===== src/rtl/osd_register_bank_if.sv =====
// Byte-wide register bus between the i2cSlave core and the OSD register bank.
// The i2cSlave side drives address, data and strobe; the bank returns read data.
interface osd_register_bank_if;
   logic [7:0] addr;
   logic [7:0] dataIn;
   logic       writeEn;
   logic [7:0] dataOut;

   modport master (
      output addr,
      output dataIn,
      output writeEn,
      input  dataOut
   );

   modport slave (
      input  addr,
      input  dataIn,
      input  writeEn,
      output dataOut
   );
endinterface


===== src/rtl/osd_register_bank.sv =====
// OSD register bank: paged 128-byte RAM window, control/status registers,
// user registers and a whole-RAM fill engine that owns the RAM port while busy.
module osd_register_bank #(
   parameter int         RAM_AW   = 11,
   parameter int         NUM_USER = 4,
   parameter logic [7:0] USER_RST = 8'h00
) (
   input  logic                  clk,
   input  logic                  reset_n,
   osd_register_bank_if.slave    bus,
   output logic [7:0]            ram_dataIn,
   output logic [RAM_AW-1:0]     ram_wraddress,
   output logic                  ram_wren,
   output logic                  enable_osd,
   output logic                  fill_busy,
   output logic [NUM_USER*8-1:0] user_regs
);

   localparam int PAGE_W = RAM_AW - 7;

   typedef enum logic {
      IDLE,
      FILL
   } state_t;

   state_t                     state_q;
   logic [PAGE_W-1:0]          page_q;
   logic                       ctrl_q;
   logic [7:0]                 fillval_q;
   logic                       sticky_q;
   logic [NUM_USER-1:0][7:0]   user_q;
   logic [RAM_AW-1:0]          cnt_q;
   logic [7:0]                 dout_q;
   logic [7:0]                 ram_data_q;
   logic [RAM_AW-1:0]          ram_addr_q;
   logic                       ram_wren_q;

   logic       win_hit;
   logic       sel_page;
   logic       sel_ctrl;
   logic       sel_fill;
   logic       sel_cmd;
   logic       we;
   logic [7:0] rdata_d;

   assign we       = bus.writeEn;
   assign win_hit  = ~bus.addr[7];
   assign sel_page = (bus.addr == 8'h80);
   assign sel_ctrl = (bus.addr == 8'h81);
   assign sel_fill = (bus.addr == 8'h82);
   assign sel_cmd  = (bus.addr == 8'h83);

   always_comb begin
      rdata_d = 8'h00;
      unique case (1'b1)
         sel_page: rdata_d = {{(8-PAGE_W){1'b0}}, page_q};
         sel_ctrl: rdata_d = {7'b0, ctrl_q};
         sel_fill: rdata_d = fillval_q;
         sel_cmd:  rdata_d = {6'b0, sticky_q, state_q == FILL};
         default:  ;
      endcase
      for (int i = 0; i < NUM_USER; i++) begin
         if (bus.addr == 8'(132 + i)) rdata_d = user_q[i];
      end
   end

   always_ff @(posedge clk or negedge reset_n) begin
      if (!reset_n) begin
         state_q    <= IDLE;
         page_q     <= '0;
         ctrl_q     <= 1'b0;
         fillval_q  <= 8'h00;
         sticky_q   <= 1'b0;
         user_q     <= {NUM_USER{USER_RST}};
         cnt_q      <= '0;
         dout_q     <= 8'h00;
         ram_data_q <= 8'h00;
         ram_addr_q <= '0;
         ram_wren_q <= 1'b0;
      end else begin
         dout_q     <= rdata_d;
         ram_wren_q <= 1'b0;
         if (we && sel_page) page_q    <= bus.dataIn[PAGE_W-1:0];
         if (we && sel_ctrl) ctrl_q    <= bus.dataIn[0];
         if (we && sel_fill) fillval_q <= bus.dataIn;
         if (we && sel_cmd && bus.dataIn[1]) sticky_q <= 1'b0;
         for (int i = 0; i < NUM_USER; i++) begin
            if (we && bus.addr == 8'(132 + i)) user_q[i] <= bus.dataIn;
         end
         unique case (state_q)
            IDLE: begin
               if (we && sel_cmd && bus.dataIn[0]) begin
                  state_q    <= FILL;
                  ram_wren_q <= 1'b1;
                  ram_addr_q <= '0;
                  ram_data_q <= fillval_q;
                  cnt_q      <= RAM_AW'(1);
               end else if (we && win_hit) begin
                  ram_wren_q <= 1'b1;
                  ram_addr_q <= {page_q, bus.addr[6:0]};
                  ram_data_q <= bus.dataIn;
               end
            end
            FILL: begin
               // set placed after the clear so a same-cycle drop wins
               if (we && win_hit) sticky_q <= 1'b1;
               if (cnt_q == '0) begin
                  state_q <= IDLE;
               end else begin
                  ram_wren_q <= 1'b1;
                  ram_addr_q <= cnt_q;
                  cnt_q      <= cnt_q + 1'b1;
               end
            end
         endcase
      end
   end

   assign bus.dataOut   = dout_q;
   assign ram_dataIn    = ram_data_q;
   assign ram_wraddress = ram_addr_q;
   assign ram_wren      = ram_wren_q;
   assign enable_osd    = ctrl_q;
   assign fill_busy     = (state_q == FILL);
   assign user_regs     = user_q;

endmodule


===== src/flat_wrapper.sv =====
// flat-port wrapper written by rule: the top's interface ports become plain ports
module osd_register_bank_flat 
#(
   parameter int         RAM_AW   = 11,
   parameter int         NUM_USER = 4,
   parameter logic [7:0] USER_RST = 8'h00
)
  (clk, reset_n, ram_dataIn, ram_wraddress, ram_wren, enable_osd, fill_busy, user_regs, bus_addr, bus_dataIn, bus_writeEn, bus_dataOut);
  osd_register_bank_if bus_i ();
  input  logic clk;
  input  logic reset_n;
  output logic [7:0] ram_dataIn;
  output logic [RAM_AW-1:0] ram_wraddress;
  output logic ram_wren;
  output logic enable_osd;
  output logic fill_busy;
  output logic [NUM_USER*8-1:0] user_regs;
  input wire logic [$bits(bus_i.addr)-1:0] bus_addr;
  input wire logic [$bits(bus_i.dataIn)-1:0] bus_dataIn;
  input wire logic [$bits(bus_i.writeEn)-1:0] bus_writeEn;
  output wire logic [$bits(bus_i.dataOut)-1:0] bus_dataOut;
  assign bus_i.addr = bus_addr;
  assign bus_i.dataIn = bus_dataIn;
  assign bus_i.writeEn = bus_writeEn;
  assign bus_dataOut = bus_i.dataOut;
  osd_register_bank #(.RAM_AW(RAM_AW), .NUM_USER(NUM_USER), .USER_RST(USER_RST)) u_core (.clk(clk), .reset_n(reset_n), .bus(bus_i), .ram_dataIn(ram_dataIn), .ram_wraddress(ram_wraddress), .ram_wren(ram_wren), .enable_osd(enable_osd), .fill_busy(fill_busy), .user_regs(user_regs));
endmodule

===== config.mk =====
export PLATFORM = sky130hd
export DESIGN_NAME = osd_register_bank_flat
export DESIGN_NICKNAME = d
export VERILOG_FILES = /design/src/rtl/osd_register_bank_if.sv /design/src/rtl/osd_register_bank.sv /design/src/flat_wrapper.sv
export SDC_FILE = /design/constraint.sdc
export NUM_CORES = 1
export LEC_CHECK = 0
export BUFFER_PORTS_ARGS = -buffer_cell sky130_fd_sc_hd__buf_2
export CAP_MARGIN = 0
export CORE_UTILIZATION = 55
export DETAILED_ROUTE_END_ITERATION = 7
export PLACE_DENSITY = 0.8
export SLEW_MARGIN = 5
export SYNTH_ARGS = -nofsm -noshare
export SYNTH_HDL_FRONTEND = slang
export SYNTH_SLANG_ARGS = --single-unit
export TNS_END_PERCENT = 5

===== constraint.sdc =====
create_clock -name clk -period 4.5 [get_ports clk]
set_input_delay 0.675 -clock clk [delete_from_list [all_inputs] [get_ports clk]]
set_output_delay 0.675 -clock clk [all_outputs]
set_load 0.005 [all_outputs]

Word-level counts from Yosys, hierarchy flattened
Index checks and enable logic that the tools add are counted.

cells by class
  add/sub/neg operators = 1
  equal/unequal tests = 11
  multiplexer cells = 23
  bitwise operators = 2
  reduce and logical (&&, ||, !) cells = 16

operator list
  kind                                                    number
  equality test 8 bit (second input constant)             8
  two-way mux 11 bit                                      5
  two-way mux 8 bit                                       6
  case mux 11 bit (2 select lines)                        2
  case mux 8 bit (4 select lines)                         1
  adder 11 x 1 -> 11 bit (second input constant)          1
  logical AND 1 bit                                       11
  logical NOT 11 bit                                      1
  two-way mux 1 bit                                       7
  AND reduction 2 bit                                     3
  case mux 1 bit (2 select lines)                         2
  inequality test 3 x 1 -> 1 bit (second input constant)  1
  inequality test 2 x 1 -> 1 bit (second input constant)  1
  inequality test 2 bit (second input constant)           1
  inverter 1 bit                                          2
  nonzero test 2 bit                                      1

word-level totals
  register bits = 86
  input bits = 19
  output and inout port bits = 62
  word-level logic and storage cells = 67

Logic depth before layout (Yosys ltp)
  depth in word-level cells = 6
  gate-level depth with buffers = 7
  mapped depth without buffers = 7

Worst setup path after synthesis
Ideal clock, no wire load.

  path kind = input -> register
  start point = in bus_addr[5]
  end point = reg u_core.ram_addr_q[0], in the netlist u_core.ram_wraddress[0]
  data arrival time = 2510 ps
  setup slack = 1865 ps
  cell stages on the path = 5
  buffers on the path = 1
  path through = or4b_2 nor4_4 or3_4 buf_6 mux2_4

on the way
  word-level cells in the longest chain between the ends = 5
  elaborated cells between the ends (all ways) = 7
  those cells by class = 2 x eq/ne; 2 x mux; 3 x reduce/logical

RTL lines
  what                                                                            RTL line                  source
  start, declared                                                                 flat_wrapper.sv:18        input wire logic [$bits(bus_i.addr)-1:0] bus_addr;
  equality test 8 bit *                                                           osd_register_bank.sv:51   assign sel_cmd = (bus.addr == 8'h83);
  logical AND 1 bit * (2 in series)                                               osd_register_bank.sv:92   if (we && sel_cmd && bus.dataIn[0]) begin
  two-way mux 11 bit / inequality test 3 x 1 -> 1 bit (equally long branches)     --
  case mux 11 bit (2 select lines) / AND reduction 2 bit (equally long branches)  --
  end signal, assigned                                                            osd_register_bank.sv:100  ram_addr_q <= {page_q, bus.addr[6:0]};
  end signal, assigned                                                            osd_register_bank.sv:111  ram_addr_q <= cnt_q;
  end, declared                                                                   osd_register_bank.sv:35   logic [RAM_AW-1:0] ram_addr_q;

Every way passes the cells marked *; elsewhere a longest branch is shown, timed or not.
A chain may end at the register's enable or synchronous reset.

Final worst setup path
  start point = in bus_addr[0]
  end point = reg u_core.ram_data_q[0], in the netlist u_core.ram_dataIn[0]

on the way
  word-level cells in the longest chain between the ends = 5
  elaborated cells between the ends (all ways) = 6
  those cells by class = 1 x eq/ne; 1 x mux; 4 x reduce/logical

RTL lines
  what                               RTL line                  source
  equality test 8 bit *              osd_register_bank.sv:51
  logical AND 1 bit * (2 in series)  osd_register_bank.sv:92
  nonzero test 2 bit (no line)       --
  AND reduction 2 bit (no line)      --
  end signal, assigned               osd_register_bank.sv:96   ram_data_q <= fillval_q;
  end signal, assigned               osd_register_bank.sv:101  ram_data_q <= bus.dataIn;
  end, declared                      osd_register_bank.sv:34   logic [7:0] ram_data_q;

Marked as above.

==> results by stage <==
Status:
- The flow ran to the end, and the final reports show no timing, DRC or antenna violations.

Worst setup path:
- The buffers plus inverters on the worst setup path is 1.
- In this design, the largest share of critical-path delay is due to compound AO/OA/AOI/OAI gates.
- Across all register-to-register paths, the minimum setup slack is about 1.9 ns.
- The cell depth of the worst flop-to-flop path is 6.
- STA classifies the critical path endpoint as a flop.
- The library cell contributing the largest single delay on the critical path is sky130_fd_sc_hd__a21oi_1.
- The critical path depth is 5.
- STA classifies the critical path startpoint as an input port.
- The largest single stage delay on the critical path is about 0.67 ns.
- The critical path starts at bus_addr[0].
- The source of the worst register-to-register timing path is u_core.cnt_q[0]$_DFFE_PN0P_.
- The critical path data required time is approximately 4.8 ns.
- The critical path goes through buf_2, and4b_1, nand4_1, a21oi_1, mux2_2.
- The critical path start-end classification is in -> reg.
- Of all nets on the critical path, the largest fanout is 23.
- In this run the critical register-to-register path is captured at u_core.ram_wraddress[1]$_DFFE_PN0P_.
- For the worst setup path, the data arrival time is between 2 and 3 ns.
- In this run the worst setup path terminates at u_core.ram_dataIn[0]$_DFFE_PN0P_.

Global route:
- For met1 alone, demand over resource in global routing was 34.8%.
- The initial antenna violation count is 0.
- The met2 track demand over resource is between 40 and 50%.
- The number of global-route vias before repair came to 2961.
- The first global-routing pass estimated 15400 um of wire.
- Global routing finished with a remaining overflow of 0.
- met2 is the most crowded layer.
- The met3 track utilization from global routing is under 10%.
- Global routing consumed, over all layers together, a little over a quarter of the routing resources.
- The pin count of the biggest net entering global routing is 87.

Route:
- The routed design has 9560 um of wire.
- The number of DRC violations after detailed routing is 0.
- The violation count after the first detailed-routing iteration is 252.
- For this run, the detailed router's first-pass iteration total came to 4.
- Once detail routing completed, the nets flagged for antenna violations numbered 0.
- The vias per cell is a little under 6.
- Detailed routing inserted a total of 3005 vias.
- In the final routed layout, each cell accounts on average for 18.6 um.

Yosys:
- The number of flops mapped to enable cells by yosys is 0.
- The portion of synthesized area spent on multiplexers is between 20% and 30%.
- The cell type with the highest aggregate area in the netlist is sky130_fd_sc_hd__dfrtp_1.
- The commonest register cell after synthesis is sky130_fd_sc_hd__dfrtp_1.
- The synthesized netlist devotes 6.25% of its cell area to compound gates.
- The netlist uses 49 different library cells.
- When the netlist entered floorplanning its net count stood at about 350.
- In this run the cell area of the synthesized design comes to around 4100 um^2.
- Of the total synthesized cell area, the portion taken by AND, OR, NAND and NOR gates is 14.2%.
- The number of flip-flops and latches in the synthesized netlist is between 80 and 90.
- The warning count from the yosys run is 0.
- By area, the combinational part of the netlist is dominated by multiplexers.
- Yosys attributes the largest share of cell area to sky130_fd_sc_hd__dfrtp_1 53%, sky130_fd_sc_hd__mux2_2 15%, sky130_fd_sc_hd__nand2_1 3.7%.
- The mean instance size in the synthesized netlist is between 10 and 15 um^2.
- For this run, the register share of the synthesized area comes to between 50% and 60%.
- The cell count after synthesis came out at 330.
- The xor/xnor cell area share of the yosys netlist is 0.643%.
- The adder and majority cell fraction of the synthesized area is 0.612%.
- Of all flip-flops after synthesis, the portion carrying an async set or reset was between 90% and 100%.
- The fraction of post-synthesis cell area in the top cell type by area is between 50% and 60%.

Finish:
- The library cell used most frequently in the layout, excluding fill and tap cells, is sky130_fd_sc_hd__dfrtp_1.
- With fillers left out, the area of the finished cells amounts to 4770 um^2.
- The fraction of final layout cells sized beyond drive strength 1 is 42.8%.
- Cells fill between 60 and 70% of the core in the end.
- The number of antenna diodes in the final layout is 0.
- For this run, the post-layout net count is roughly 430.
- The area growth from synthesis to layout is 16.8%.
- Leaving out fill and tap cells, the most frequent cells in the layout are 86 x sky130_fd_sc_hd__dfrtp_1, 79 x sky130_fd_sc_hd__buf_2, 56 x sky130_fd_sc_hd__mux2_2.

STA:
- The final critical path time including I/O delays and setup is about 2.6 ns.
- The final count of pins violating max slew is 0.
- The final total negative setup slack is 0 ns.
- The post-route worst hold slack is between 0.4 and 0.5 ns.
- The final number of hold-violating endpoints was 0.
- In the finished design, the share of the clock period the worst path needs comes to around 58%.
- Setup violations remaining at the end of the flow were counted as 0.
- At the pin with the least slew margin, the transition time is about 1.0 ns.
- Setup repair after global routing left no endpoint under its margin.
- The remaining max-slew budget at the tightest pin is 30.0%.
- The final setup skew is 0.00747 ns.
- For this run, the top clock speed supported by timing is about 0.38 GHz.
- Setup slack closes at 1.89 ns.

Flow run:
- The number of max-cap violations is 0.

Power:
- The net switching component of the power is slightly above 0.0005 W.
- The power density normalized to cell area is ~370 nW/um^2.
- The internal portion of the total power is between 0.001 and 0.0015 W.
- Across the VDD grid, the largest voltage drop is between 0.2 and 0.25 mV.
- Combinational logic is responsible for between 15 and 20% of the overall power.
- The switching part of the total power is 29.0%.
- The leakage power is 2.32 nW.
- The share of total power dissipated in sequential elements is 53.1%.
- The clock share of power is 31.3%.

Floorplan:
- The number of standard-cell rows in the floorplan is 31.
- The number of top-level design ports is between 80 and 90.
- The die area is ~7800 um^2.
- For this configuration, the core starts out at a cell density of 56.6%.
- The standard cell core area is around 7200 um^2.
- The floorplan step set the die width to between 80 and 90 um.
- From bottom edge to top edge, the die measures a little under 90 um.

Placement:
- The total placed instance area is approximately 4600 um^2.
- The count of input and output buffers is 80.
- The worst-case setup slack after placement is about 1.5 ns.
- The half-perimeter wire length after detailed placement is 6790 um.
- The global placement routability congestion is 0.889.

Clocking:
- At the later pin of the worst-skew pair, clock insertion delay measures 0.36 ns.
- Clock-pin slew was measured on the worst setup and hold paths at 0.09 ns.
- Buffers inserted to repair hold after CTS numbered 0.
- No sink is reached through more buffers than the 2 on the longest clock path.
- The quantity of gates resized following cts is 0.
- In this run the number of H-tree levels came out at 3.
- TritonCTS built the clock tree.
- The number of clock buffers inserted by TritonCTS is 9.
- CTS saw 86 sinks.
- The tree is rooted in a sky130_fd_sc_hd__clkbuf_8.
- The number of setup buffers added after CTS is 0.

Min path:
- The path type of the worst min-delay path is in -> async.
[stage by stage]
step                      instances  total power, W
after floorplan                 330         0.00111
after global placement          499         0.00123
after detailed placement        499         0.00124
after CTS                       515         0.00179
after global routing            515         0.00188
final                           515         0.00178
[how the worst min path moves through the flow]
| stage | from | to | slack [ns] | cells past startpoint |
|---|---|---|---|---|
| final | reset_n | u_core.cnt_q[6]$_DFFE_PN0P_ | 0.49 | 1 |
| after global routing | u_core.ram_wraddress[7]$_DFFE_PN0P_ | u_core.ram_wraddress[7]$_DFFE_PN0P_ | 0.54 | 1 |
| after CTS | u_core.ram_wraddress[5]$_DFFE_PN0P_ | u_core.ram_wraddress[5]$_DFFE_PN0P_ | 0.52 | 1 |
| after detailed placement | u_core.ram_wraddress[5]$_DFFE_PN0P_ | u_core.ram_wraddress[5]$_DFFE_PN0P_ | 0.49 | 1 |
| after global placement | u_core.ram_wraddress[6]$_DFFE_PN0P_ | u_core.ram_wraddress[6]$_DFFE_PN0P_ | 0.49 | 1 |
| after floorplan | reset_n | u_core.bus.dataOut[0]$_DFF_PN0_ | 0.38 | 0 |
[cell usage after synthesis, types with 4 or more instances]
cell,count
sky130_fd_sc_hd__nand3_1,4
sky130_fd_sc_hd__nor2_1,16
sky130_fd_sc_hd__mux2i_1,7
sky130_fd_sc_hd__o21ai_0,9
sky130_fd_sc_hd__a31oi_1,7
sky130_fd_sc_hd__mux2_2,56
sky130_fd_sc_hd__a21oi_1,7
sky130_fd_sc_hd__nand2_1,40
sky130_fd_sc_hd__clkbuf_1,7
sky130_fd_sc_hd__mux2_4,9
sky130_fd_sc_hd__nor3_1,13
sky130_fd_sc_hd__inv_1,8
sky130_fd_sc_hd__dfrtp_1,86
sky130_fd_sc_hd__mux4_2,6
[kinds of logic (layout without fill, tap and decap cells)]
family	Yosys count	count (layout)
and+or+nand+nor	104	104
muxes	78	78
AOI/OAI and AO/OA	39	39
buffers and inverters	18	104
DFF	86	86
adders and majority gates	2	2
xor gates and xnor gates	3	3
[power groups by stage]
stage / Combinational, W / Clock [W] / Sequential, W
floorplan: 0.000173 / 0 / 0.000936
global placement: 0.000270 / 0 / 0.000955
detailed placement: 0.000280 / 0 / 0.000958
CTS: 0.000281 / 0.000570 / 0.000944
global route: 0.000314 / 0.000604 / 0.000959
finish: 0.000278 / 0.000556 / 0.000945
[final cells by class]
type / count / area, um^2
Clock buffer: 10 / 138
Clock inverter: 6 / 68.8
Fill cell: 585 / 2440
Inverter: 8 / 30.0
Multi-Input combinational cell: 226 / 1860
Sequential cell: 86 / 2150
Tap cell: 99 / 124
Timing Repair Buffer: 80 / 403
[flip-flops by register name, summed over array words and instances, names as in the netlist, 4 cells and up]
| name | count |
|---|---|
| u_core.user_regs | 32 |
| u_core.cnt_q | 11 |
| u_core.ram_wraddress | 11 |
| u_core.bus.dataOut | 8 |
| u_core.fillval_q | 8 |
| u_core.ram_dataIn | 8 |
| u_core.page_q | 4 |
[layer usage]
metal	vias to the layer above	wire [um]	part of all wire (%)
met4	0	142	1.5
met2	128	4960	52
met5	-	0	0
met1	1484	3830	40
li1	1378	-	-
met3	15	625	6.5
Note: power is estimated with default switching activity, not from simulation.
